[src/rtl/steer_en.sv]
// Steering-enable FSM: decides from left/right load-cell samples whether a rider is
// present (IDLE/WAIT) and has stood balanced long enough to allow steering (STEER).
module steer_en #(
    parameter logic [11:0] MIN_RIDER_WEIGHT = 12'h200,
    parameter int          FAST_SIM         = 0
) (
    input  logic        clk,
    input  logic        rst,
    input  logic [11:0] lft_ld,
    input  logic [11:0] rght_ld,
    input  logic        ld_vld,
    output logic        en_steer,
    output logic        rider_off
);

    localparam int unsigned TMR_W = (FAST_SIM != 0) ? 15 : 26;

    typedef enum logic [1:0] {
        IDLE  = 2'd0,
        WAIT  = 2'd1,
        STEER = 2'd2
    } state_t;

    state_t             state_q, state_d;
    logic [TMR_W-1:0]   tmr_q, tmr_d;
    logic [11:0]        lft_q, rght_q;

    logic [12:0]        sum;
    logic signed [12:0] diff;
    logic [12:0]        neg_diff;
    logic [11:0]        abs_diff;
    logic [16:0]        sum_x15;
    logic               sum_gt_min;
    logic               diff_gt_1_4;
    logic               diff_gt_15_16;
    logic               tmr_full;

    always_ff @(posedge clk) begin
        if (rst) begin
            lft_q  <= '0;
            rght_q <= '0;
        end else if (ld_vld) begin
            lft_q  <= lft_ld;
            rght_q <= rght_ld;
        end
    end

    // Operands are zero-extended so the difference spans -4095..+4095 and its magnitude fits 12 bits.
    always_comb begin
        sum           = {1'b0, lft_q} + {1'b0, rght_q};
        diff          = signed'({1'b0, lft_q}) - signed'({1'b0, rght_q});
        neg_diff      = 13'(-diff);
        abs_diff      = diff[12] ? neg_diff[11:0] : diff[11:0];
        sum_x15       = {4'b0000, sum} * 17'd15;
        sum_gt_min    = sum > {1'b0, MIN_RIDER_WEIGHT};
        diff_gt_1_4   = {1'b0, abs_diff} > (sum >> 2);
        diff_gt_15_16 = {5'b00000, abs_diff} > (sum_x15 >> 4);
        tmr_full      = &tmr_q;
    end

    always_ff @(posedge clk) begin
        if (rst) begin
            state_q <= IDLE;
            tmr_q   <= '0;
        end else begin
            state_q <= state_d;
            tmr_q   <= tmr_d;
        end
    end

    // Loss of rider weight is tested first in every state so it overrides any imbalance.
    always_comb begin
        state_d = state_q;
        tmr_d   = '0;
        case (state_q)
            IDLE: begin
                if (sum_gt_min) state_d = WAIT;
            end
            WAIT: begin
                if (!sum_gt_min)     state_d = IDLE;
                else if (diff_gt_1_4) tmr_d  = '0;
                else if (tmr_full)   state_d = STEER;
                else                 tmr_d   = tmr_q + 1'b1;
            end
            STEER: begin
                if (!sum_gt_min)        state_d = IDLE;
                else if (diff_gt_15_16) state_d = WAIT;
            end
            default: state_d = IDLE;
        endcase
    end

    assign en_steer  = (state_q == STEER);
    assign rider_off = (state_q == IDLE);

endmodule

[config.mk]
export PLATFORM = sky130hd
export DESIGN_NAME = steer_en
export DESIGN_NICKNAME = d
export VERILOG_FILES = /design/src/rtl/steer_en.sv
export SDC_FILE = /design/constraint.sdc
export NUM_CORES = 1
export LEC_CHECK = 0
export ABC_AREA = 1
export BUFFER_PORTS_ARGS = -buffer_cell sky130_fd_sc_hd__buf_4
export CORE_ASPECT_RATIO = 1.2
export CORE_MARGIN = 3
export CORE_UTILIZATION = 45
export CTS_BUF_LIST = sky130_fd_sc_hd__clkbuf_8
export CTS_CLUSTER_DIAMETER = 50
export DETAILED_ROUTE_END_ITERATION = 12
export PLACE_DENSITY = 0.73
export SYNTH_ARGS = -nofsm -noshare
export SYNTH_HDL_FRONTEND = slang
export SYNTH_SLANG_ARGS = --single-unit
[constraint.sdc]
create_clock -name clk -period 5.5 [get_ports clk]
set_input_delay 0.825 -clock clk [delete_from_list [all_inputs] [get_ports clk]]
set_output_delay 0.825 -clock clk [all_outputs]
set_load 0.05 [all_outputs]
Yosys cells after proc, flatten, opt, wreduce, memory -nomap -nowiden. Cells that the tools add are included.

Logic and storage cells: 32. Flip-flop bits (word level): 52. Output and inout port bits: 2. Bits of input ports: 27.

Reduce and logical (&&, ||, !) cells: 4. $mul: 1. Order comparisons: 3. Bitwise gates (word level): 2. Equal/unequal tests: 6. Mux-type cells: 8. Add/subtract/negate cells: 4.

Operator list (number): $add 26x1->26 const B (1); $reduce_and 26->1 (1); $mul 13x4->17 const B (1); $add 12x12->13 (1); $gt 12x13->1 (1); $gt 13x10->1 const B (1); $sub 12x12->13 (1); $gt 12x11->1 (1); $mux 12 (1); $mux 2 (6); $neg 12->12 (1); $ne 3x3->1 const B (2); $pmux 2 s3 (1); $reduce_or 5->1 (1); $reduce_and 4->1 (1); $ne 3x2->1 const B (1); $eq 2x1->1 const B (1); $eq 2x2->1 const B (1); $logic_not 2->1 (1); $ne 2x1->1 const B (1); $not 1->1 (2).

Logic depth before layout (Yosys ltp). Gate-level depths: netlist (run 1).

Depth after elaboration: 7. Mapped depth: 40.

Worst setup path after synthesis (run 1). OpenSTA, ideal clock, no wires.

Kind: reg2reg. Start: register rght_q[0]. End: register state_q[0]. Required time: 5.391 ns. Buffers on the path: 0. Setup slack: 0.102 ns. Clock period less this slack: 5.398 ns. Arrival: 5.289 ns. Cell stages (with the launch flop): 39. Cell sequence: dfxtp_1 > ha_1 > inv_1 > fa_1 > o21ai_2 > nand2_1 > nand2_1 > nand2_1 > nand2_1 > inv_1 > fa_1 > inv_1 > fa_1 > inv_1 > ha_1 > nand2_1 > o31ai_1 > nand2_1 > [... 3 more ...] > a21oi_1 > o31ai_1 > a21oi_1 > xor2_1 > ha_1 > nand2_1 > inv_1 > nand3_1 > inv_1 > nand2_1 > nand2_1 > o2111ai_1 > nand3_1 > nand2_1 > nor2_1 > nand3_1 > nand2_1 > inv_1.

Word-level cells in the longest chain between the ends: 6.

Ends and longest elaborated chain: from (decl) (RTL line 26) `logic [11:0] lft_q, rght_q;`; from (signal assigned) (RTL line 44) `rght_q <= rght_ld;`; branches (longest 6 deep; another with $mul 13x4->17); to (signal assigned) (RTL line 66) `state_q <= state_d;`; to (decl) (RTL line 24) `state_t state_q, state_d;`.

Parallel ways; which one is timed is not known. A chain may end at the register's enable or synchronous reset.

Worst setup path in the final report (run 1). Same ends and word-level chain as after synthesis.

==> impl_metrics.toml, run 1 <==
[outcome]
status = "finished clean"

[placed_design]
place.gp.congestion = 0.867
postPlaceCellArea_mm2 = 0.00640
port_buffers = 28
dp_hpwl_um = 9820
placed_cells_incl_taps = 1018
pre_cts_ws_ns = -0.104

[worst_setup_path]
crit_top_cell = "nand2_1"
cp-end-kind = "flop"
critPathRequiredTime_ns = 5.74
ff2ff_path_depth = 39
path_class = "reg -> reg"
crit_fanout = 3
r2r-start = "rght_q[0]$_SDFFE_PP0P_"
critical_path.slowest_cell = "fa_1"
cpPeakStageDelay_ns = 0.48
start_kind = "flop"
r2r-end = "state_q[0]$_SDFFE_PP0P_"
worstPathArrival_ns = 5.61
rrSetupSlack_ns = 0.13

[worst_hold_path]
min_path_type = "reg -> reg"
min_to = "tmr_q[0]$_SDFF_PP0_"
hold_path_startpoint = "tmr_q[0]$_SDFF_PP0_"
whs_path_depth = 1

[power]
leakage_nw = 3.26
power_density_mw_per_mm2 = 442
ir_drop_uv = 234

[logic_synthesis]
synth_edf_count = 0
ys_ff_latch = 52
yosysUniqueCellTypes = 56
syn_inst = 818
synthFlopType = "dfxtp_1"
synth_common_cells = "inv_1 (138), nand2_1 (137), nor2_1 (81)"
synthDominantCellAreaShare = 0.176
synth.largest_area_cell = "dfxtp_1"
synth_nets = 941
synthArstFlopShare = 0
syn_area_per_cell_um2 = 7.25
syn_area_mm2 = 0.00593
ys.warnings.count = 0
ys_top_cells_by_area = "dfxtp_1 (18%), ha_1 (17%), inv_1 (8.7%), nand2_1 (8.7%), fa_1 (5.7%)"
yosysMostFrequentCell = "inv_1"
yosysSeqAreaShare = 0.176

[sta]
slew_headroom = 0.434
worst_pin_slew_ns = 0.844
hold_violations = 0
fmax_mhz = 186
timing.final.ws_setup_ns = 0.129
fin_skew_ns = 0.0113
slew_violations = 0
setup_viol = 0
period_needed_ns = 5.37
rsz0062_at_grt = "true"
hold_ws_ns = 0.482
post-route-period-util = 0.977

[route]
drt_iter0_markers = 147
viasPerCell = 4.96
ant_nets = 0
firstDrtPassIters = 6
wl_per_cell_um = 11.8
vias = 5115
drc = 0
wirelength_um = 12100

[floorplanning]
start_util = 0.464
core_area_mm2 = 0.0128
io_pins = 29
die_w_um = 111
die_area_mm2 = 0.0146
rows = 45
die_h_um = 132

[clock_tree]
clockBufferDepth = 2
clkSlewWorstSetupHoldPaths_ns = 0.10
clock_latency_ns = 0.32
cts_tree = "built"
clock-sinks = 52
htree_levels = 2
cts-root-buf = "clkbuf_8"
cts_hold_buf = 0
cts_made_buffers = 5

[global_route]
grt_pass1_vias = 4816
grt_max_degree = 38
grt_pass1_wl_um = 20600
grt_overflow = 0
track_usage = 0.164
antenna_found_initial = 0

[final_layout]
synthToLayoutAreaGrowth_pct = 14.4
antenna_cells = 0
drive_above_1_share = 0.203
fin_nets = 989
design_area_mm2 = 0.00678
final_cell_count_no_fill = 1031
fill_cells = 1199
post-route-util = 0.531

[flow_run]
drv_cap = 0
[layout make-up]
class                      instances  area, µm²  area share
timing repair buffer              58        435      0.0642
sequential                        52       1040       0.154
inverter                         149        562      0.0828
multi-input combinational        600       4450       0.656
clock buffer                       5       68.8      0.0101
tap                              164        205      0.0303
clock inverter                     3       17.5     0.00258
[state kept, by name, summed over array words and instances (netlist names)]
signal	cells
lft_q	12
rght_q	12
state_q	2
tmr_q	26
[worst max-delay path, delay by kind of cell (launching register included)]
family / cells / cell delay (ns)
AO/OA/AOI/OAI: 8 / 1.11
adder cells (fa/ha/maj): 6 / 2.03
flip-flops: 1 / 0.37
XOR/XNOR: 1 / 0.08
AND/OR/NAND/NOR: 16 / 1.30
buffers and inverters: 8 / 0.40
[cells by family after synthesis]
group | synth area share
simple gates | 0.290
buf+inv | 0.116
compound gates | 0.104
fa+ha+maj | 0.224
xor+xnor | 0.0901
flops | 0.176
[how the worst max path moves through the flow]
| stage | startpoint | to | slack [ns] |
|---|---|---|---|
| final | rght_q[0]$_SDFFE_PP0P_ | state_q[0]$_SDFFE_PP0P_ | 0.13 |
| after global routing | rght_q[0]$_SDFFE_PP0P_ | state_q[0]$_SDFFE_PP0P_ | -0.29 |
| after CTS | rght_q[1]$_SDFFE_PP0P_ | state_q[0]$_SDFFE_PP0P_ | 0.01 |
| after detailed placement | lft_q[0]$_SDFFE_PP0P_ | state_q[0]$_SDFFE_PP0P_ | -0.10 |
| after global placement | lft_q[0]$_SDFFE_PP0P_ | state_q[0]$_SDFFE_PP0P_ | 0.07 |
| after floorplan | rght_q[0]$_SDFFE_PP0P_ | state_q[0]$_SDFFE_PP0P_ | 0.10 |
[routing by layer]
layer | GRT usage | share of wire | vias to the layer above | wire length, µm
met5 | 0 | 0 | - | 0
met4 | 0.0602 | 0.024 | 0 | 287
met3 | 0.0170 | 0.018 | 22 | 216
met2 | 0.291 | 0.51 | 54 | 6150
met1 | 0.204 | 0.45 | 2352 | 5480
li1 | - | - | 2687 | -
[where the power goes]
part / leakage [nW] / internal, mW / switching [mW]
Combinational: 2.78 / 1.02 / 1.33
Sequential: 0.426 / 0.397 / 0.0150
Clock: 0.0497 / 0.0893 / 0.138
Total: 3.26 / 1.51 / 1.49
[placed cells by master, fill, tap and decap left out, types with 7 or more instances in the layout]
master / n
inv_2: 15
nand2_1: 130
ha_4: 12
buf_4: 58
nand4_1: 13
nor3_1: 7
nand2_2: 19
ha_1: 66
nor2_4: 22
a21oi_1: 39
xnor2_1: 13
fa_1: 16
xor2_1: 34
nand3_1: 46
o21ai_0: 35
nor2_1: 79
dfxtp_1: 49
inv_1: 132
[per-stage QoR]
step | total power, mW | TNS [ns]
after floorplan | 2.04 | 0
after global placement | 2.47 | 0
after detailed placement | 2.52 | -0.189
after CTS | 2.78 | 0
after global routing | 3.36 | -0.579
final | 3.00 | 0
[repair_timing]
item | in CTS | in global routing
setup endpoints to repair | 2 | 2
pin swaps | 0 | 23
cloned | 0 | 0
resized for setup | 4 | 45
buffers inserted | 0 | 5
Power figures use the tool's default switching activity.
==> run 2: changes to the inputs <==
- RECOVER_POWER: not set -> 100
==> impl_metrics.toml, run 2 (synthesis gave the netlist of run 1 again) <==
[outcome]
status = "finished clean"

[route]
firstDrtPassIters = 6
ant_nets = 0
drt_iter0_markers = 143
wl_per_cell_um = 11.8
drc = 0
wirelength_um = 12100
viasPerCell = 4.97
vias = 5125

[sta]
worst_pin_slew_ns = 0.850
period_needed_ns = 5.37
fin_skew_ns = 0.0113
slew_violations = 0
setup_viol = 0
fmax_mhz = 186
hold_ws_ns = 0.482
rsz0062_at_grt = "true"
post-route-period-util = 0.976
hold_violations = 0
slew_headroom = 0.430

[final_layout]
antenna_cells = 0
layout_commonest_cell = "inv_1"
fill_cells = 1199
synthToLayoutAreaGrowth_pct = 14.3
mostFrequentLayoutCells = "inv_1 (132), nand2_1 (130), nor2_1 (79), ha_1 (66), buf_4 (56)"
fin_nets = 989
regMostFlops = "tmr_q"
reg_top3 = "tmr_q x26, lft_q x12, rght_q x12"
drive_above_1_share = 0.201
largest_reg_flops = 26

[power]
p_total_mw = 2.99
power_density_mw_per_mm2 = 441
leakage_nw = 3.25
ir_drop_uv = 234

[worst_setup_path]
r2r-end = "state_q[0]$_SDFFE_PP0P_"
start_kind = "flop"
critical_path.slowest_cell = "fa_1"
crit_fanout = 3
path_class = "reg -> reg"
cp-end-kind = "flop"
rrSetupSlack_ns = 0.13
r2r-start = "rght_q[0]$_SDFFE_PP0P_"
critPathRequiredTime_ns = 5.73
cpPeakStageDelay_ns = 0.48
crit_top_cell = "nand2_1"
ff2ff_path_depth = 39
worstPathArrival_ns = 5.60

[worst_hold_path]
whs_path_depth = 1
hold_path_startpoint = "tmr_q[0]$_SDFF_PP0_"
min_to = "tmr_q[0]$_SDFF_PP0_"
min_path_type = "reg -> reg"

[global_route]
grt_max_degree = 38
antenna_found_initial = 0
grt_pass1_vias = 4816
grt_overflow = 0
track_usage = 0.164
grt_pass1_wl_um = 20600

[floorplanning]
core_area_mm2 = 0.0128
die_h_um = 132
die_area_mm2 = 0.0146
start_util = 0.464
io_pins = 29
rows = 45
die_w_um = 111

[placed_design]
dp_hpwl_um = 9820
port_buffers = 28
place.gp.congestion = 0.867

[clock_tree]
cts-root-buf = "clkbuf_8"
cts_tree = "built"
clkSlewWorstSetupHoldPaths_ns = 0.10
clock-sinks = 52
htree_levels = 2
clockBufferDepth = 2
cts_made_buffers = 5
clock_latency_ns = 0.32
cts_hold_buf = 0

[flow_run]
drv_cap = 0
[run 2: changes by cell type in the layout (fill, tap and decap cells not counted)]
cell,delta
buf_4,-2
clkbuf_1,+2
[run 2: worst max-delay path by stage]
stage	slack (ns)	to	startpoint	depth (start not counted)
after floorplan	0.10	state_q[0]$_SDFFE_PP0P_	rght_q[0]$_SDFFE_PP0P_	38
after global placement	0.07	state_q[0]$_SDFFE_PP0P_	lft_q[0]$_SDFFE_PP0P_	38
after detailed placement	-0.10	state_q[0]$_SDFFE_PP0P_	lft_q[0]$_SDFFE_PP0P_	39
after CTS	0.01	state_q[0]$_SDFFE_PP0P_	rght_q[1]$_SDFFE_PP0P_	37
after global routing	-0.29	state_q[0]$_SDFFE_PP0P_	rght_q[0]$_SDFFE_PP0P_	39
final	0.13	state_q[0]$_SDFFE_PP0P_	rght_q[0]$_SDFFE_PP0P_	39
[run 2: where the power goes]
| part | switching, mW | internal, mW | total [mW] | leakage [nW] |
|---|---|---|---|---|
| sequential | 0.0150 | 0.397 | 0.412 | 0.426 |
| combinational | 1.33 | 1.02 | 2.35 | 2.77 |
| clock | 0.138 | 0.0893 | 0.227 | 0.0497 |
[run 2: critical path, delay by kind of cell, from the launching register on]
| family | cells | cell delay (ns) |
|---|---|---|
| simple gates | 16 | 1.30 |
| buf+inv | 8 | 0.40 |
| compound gates | 8 | 1.11 |
| fa+ha+maj | 6 | 2.03 |
| flops | 1 | 0.37 |
| xor+xnor | 1 | 0.08 |
[run 2: area by class of cell]
type | count | area [µm²] | share of cell area
Multi-Input combinational cell | 600 | 4450 | 0.657
Sequential cell | 52 | 1040 | 0.154
Inverter | 149 | 562 | 0.0829
Timing Repair Buffer | 58 | 428 | 0.0632
Tap cell | 164 | 205 | 0.0303
Clock buffer | 5 | 68.8 | 0.0102
Clock inverter | 3 | 17.5 | 0.00259
[run 2: timing repair]
item,CTS,global route
setup endpoints to repair,2,2
gates resized for setup,4,45
gates cloned,0,0
pin swaps,0,23
endpoints found under the hold margin,0,0
buffers inserted,0,5
[run 2: routing by layer]
metal / vias to the layer above / global-route usage / wire, µm
met5: - / 0 / 0
met4: 0 / 0.0602 / 287
met3: 24 / 0.0170 / 222
met2: 58 / 0.291 / 6150
met1: 2356 / 0.204 / 5470
li1: 2687 / - / -
[run 2: stage by stage]
step / utilization / worst slack, ns / std cells / instance area (µm²) / setup TNS, ns
4_1_cts: 0.509 / 0.0118 / 1026 / 6500 / 0
6_report: 0.530 / 0.130 / 1031 / 6770 / 0
2_1_floorplan: - / 0.102 / 818 / 5930 / 0
5_1_grt: 0.530 / -0.294 / 1031 / 6770 / -0.579
3_3_place_gp: 0.501 / 0.0719 / 1018 / 6400 / 0
3_5_place_dp: 0.501 / -0.104 / 1018 / 6400 / -0.189
==> run 3: changes to the inputs <==
==> constraint.sdc (replaced) <==
create_clock -name clk -period 5.5 [get_ports clk]
set_input_delay 0.825 -clock clk [delete_from_list [all_inputs] [get_ports clk]]
set_output_delay 0.825 -clock clk [all_outputs]
set_load 0.005 [all_outputs]
==> impl_metrics.toml, run 3 (synthesis gave the netlist of run 1 again) <==
[route]
drc = 0
wl_per_cell_um = 11.8
wirelength_um = 12100
vias = 5120
viasPerCell = 4.97
ant_nets = 0
firstDrtPassIters = 6
drt_iter0_markers = 148

[global_route]
grt_overflow = 0
grt_pass1_wl_um = 20600
antenna_found_initial = 0
grt_pass1_vias = 4816
track_usage = 0.164
grt_max_degree = 38

[power]
p_seq_frac = 0.139
combPwrFrac = 0.785
ir_drop_uv = 234
leakage_nw = 3.25
power_density_mw_per_mm2 = 438
internal-power_mw = 1.51
netSwitchingPower_mw = 1.46
pwr-share-clk = 0.077
switching_share = 0.493

[final_layout]
mostFrequentLayoutCells = "inv_1 (132), nand2_1 (130), nor2_1 (79), ha_1 (66), buf_4 (56)"
final_cell_count_no_fill = 1031
layout_commonest_cell = "inv_1"
largest_reg_flops = 26
synthToLayoutAreaGrowth_pct = 14.4
design_area_mm2 = 0.00678
drive_above_1_share = 0.202
post-route-util = 0.530
multi_input_area_mm2 = 0.00445
fill_cells = 1200
final-seq-area_mm2 = 0.00104
reg_top3 = "tmr_q x26, lft_q x12, rght_q x12"
regMostFlops = "tmr_q"
antenna_cells = 0
fin_nets = 989

[floorplanning]
io_pins = 29
die_h_um = 132
die_area_mm2 = 0.0146
core_area_mm2 = 0.0128
start_util = 0.464
die_w_um = 111
rows = 45

[flow_run]
drv_cap = 0

[sta]
setup_tns_ns = 0
period_needed_ns = 5.37
rsz0062_at_grt = "true"
slew_headroom = 0.430
hold_violations = 0
worst_pin_slew_ns = 0.850
setup_viol = 0
slew_violations = 0
fmax_mhz = 186
post-route-period-util = 0.977
fin_skew_ns = 0.0113

[worst_setup_path]
critPathRequiredTime_ns = 5.73
crit_fanout = 3
start_kind = "flop"
cp-end-kind = "flop"
cpPeakStageDelay_ns = 0.48
cp_top_family = "adder cells"
cp.buffers_inverters = 8
critical_path.slowest_cell = "fa_1"
path_class = "reg -> reg"
worstPathArrival_ns = 5.61
crit_top_cell = "nand2_1"

[clock_tree]
htree_levels = 2
clockBufferDepth = 2
clock_latency_ns = 0.32
cts_hold_buf = 0
cts_tree = "built"
clock-sinks = 52
cts_made_buffers = 5
cts-root-buf = "clkbuf_8"
clkSlewWorstSetupHoldPaths_ns = 0.10

[outcome]
status = "finished clean"

[placed_design]
dp_hpwl_um = 9820
place.gp.congestion = 0.867
port_buffers = 28
placed_cells_incl_taps = 1018
postPlaceCellArea_mm2 = 0.00640

[worst_hold_path]
min_path_type = "reg -> reg"
[run 3: cell counts in the layout (fill, tap and decap cells not counted)]
No cell type changed its count.
[run 3: cell type report]
cell class | count | area share
sequential | 52 | 0.154
inverter | 149 | 0.0829
timing repair buffer | 58 | 0.0637
tap | 164 | 0.0303
clock buffer | 5 | 0.0102
multi-input combinational | 600 | 0.656
clock inverter | 3 | 0.00258
[run 3: per-layer routing]
layer  track usage  routed length, µm  up-vias
li1              -                  -     2687
met1         0.204               5470     2353
met2         0.291               6150       56
met3        0.0170                219       24
met4        0.0602                287        0
met5             0                  0        -
[run 3: power groups by stage]
stage | registers (mW) | clock network (mW) | logic (mW)
after floorplan | 0.417 | 0 | 1.60
after global placement | 0.418 | 0 | 2.02
after detailed placement | 0.419 | 0 | 2.07
after CTS | 0.410 | 0.234 | 2.10
after global routing | 0.415 | 0.247 | 2.67
final | 0.412 | 0.227 | 2.33
[run 3: worst register-to-register path, delay by kind of cell (launching register included)]
| family | cells | cell delay [ns] |
|---|---|---|
| simple gates | 16 | 1.31 |
| compound gates | 8 | 1.11 |
| xor+xnor | 1 | 0.08 |
| buf+inv | 8 | 0.40 |
| fa+ha+maj | 6 | 2.05 |
| flops | 1 | 0.37 |
[run 3: what timing repair did]
| action | CTS | global route |
|---|---|---|
| hold endpoints to repair | 0 | 0 |
| endpoints found under the setup margin | 2 | 2 |
| buffers inserted | 0 | 5 |
| pin swaps | 0 | 23 |
| resized for setup | 4 | 45 |
[run 3: worst paths after layout]
path / to / depth (start not counted) / from / slack, ns
setup / recovery: state_q[0]$_SDFFE_PP0P_ / 39 / rght_q[0]$_SDFFE_PP0P_ / 0.13
hold / removal: tmr_q[0]$_SDFF_PP0_ / 1 / tmr_q[0]$_SDFF_PP0_ / 0.48
setup reg to reg: state_q[0]$_SDFFE_PP0P_ / 39 / rght_q[0]$_SDFFE_PP0P_ / 0.13
hold reg to reg: tmr_q[0]$_SDFF_PP0_ / 1 / tmr_q[0]$_SDFF_PP0_ / 0.48
[run 3: per-stage QoR]
stage          power [mW]  hold slack (ns)  setup slack [ns]
2_1_floorplan        2.01            0.446             0.112
3_3_place_gp         2.44            0.460            0.0719
3_5_place_dp         2.49            0.462            -0.104
4_1_cts              2.75            0.487            0.0118
5_1_grt              3.33            0.499            -0.294
6_report             2.97            0.482             0.129
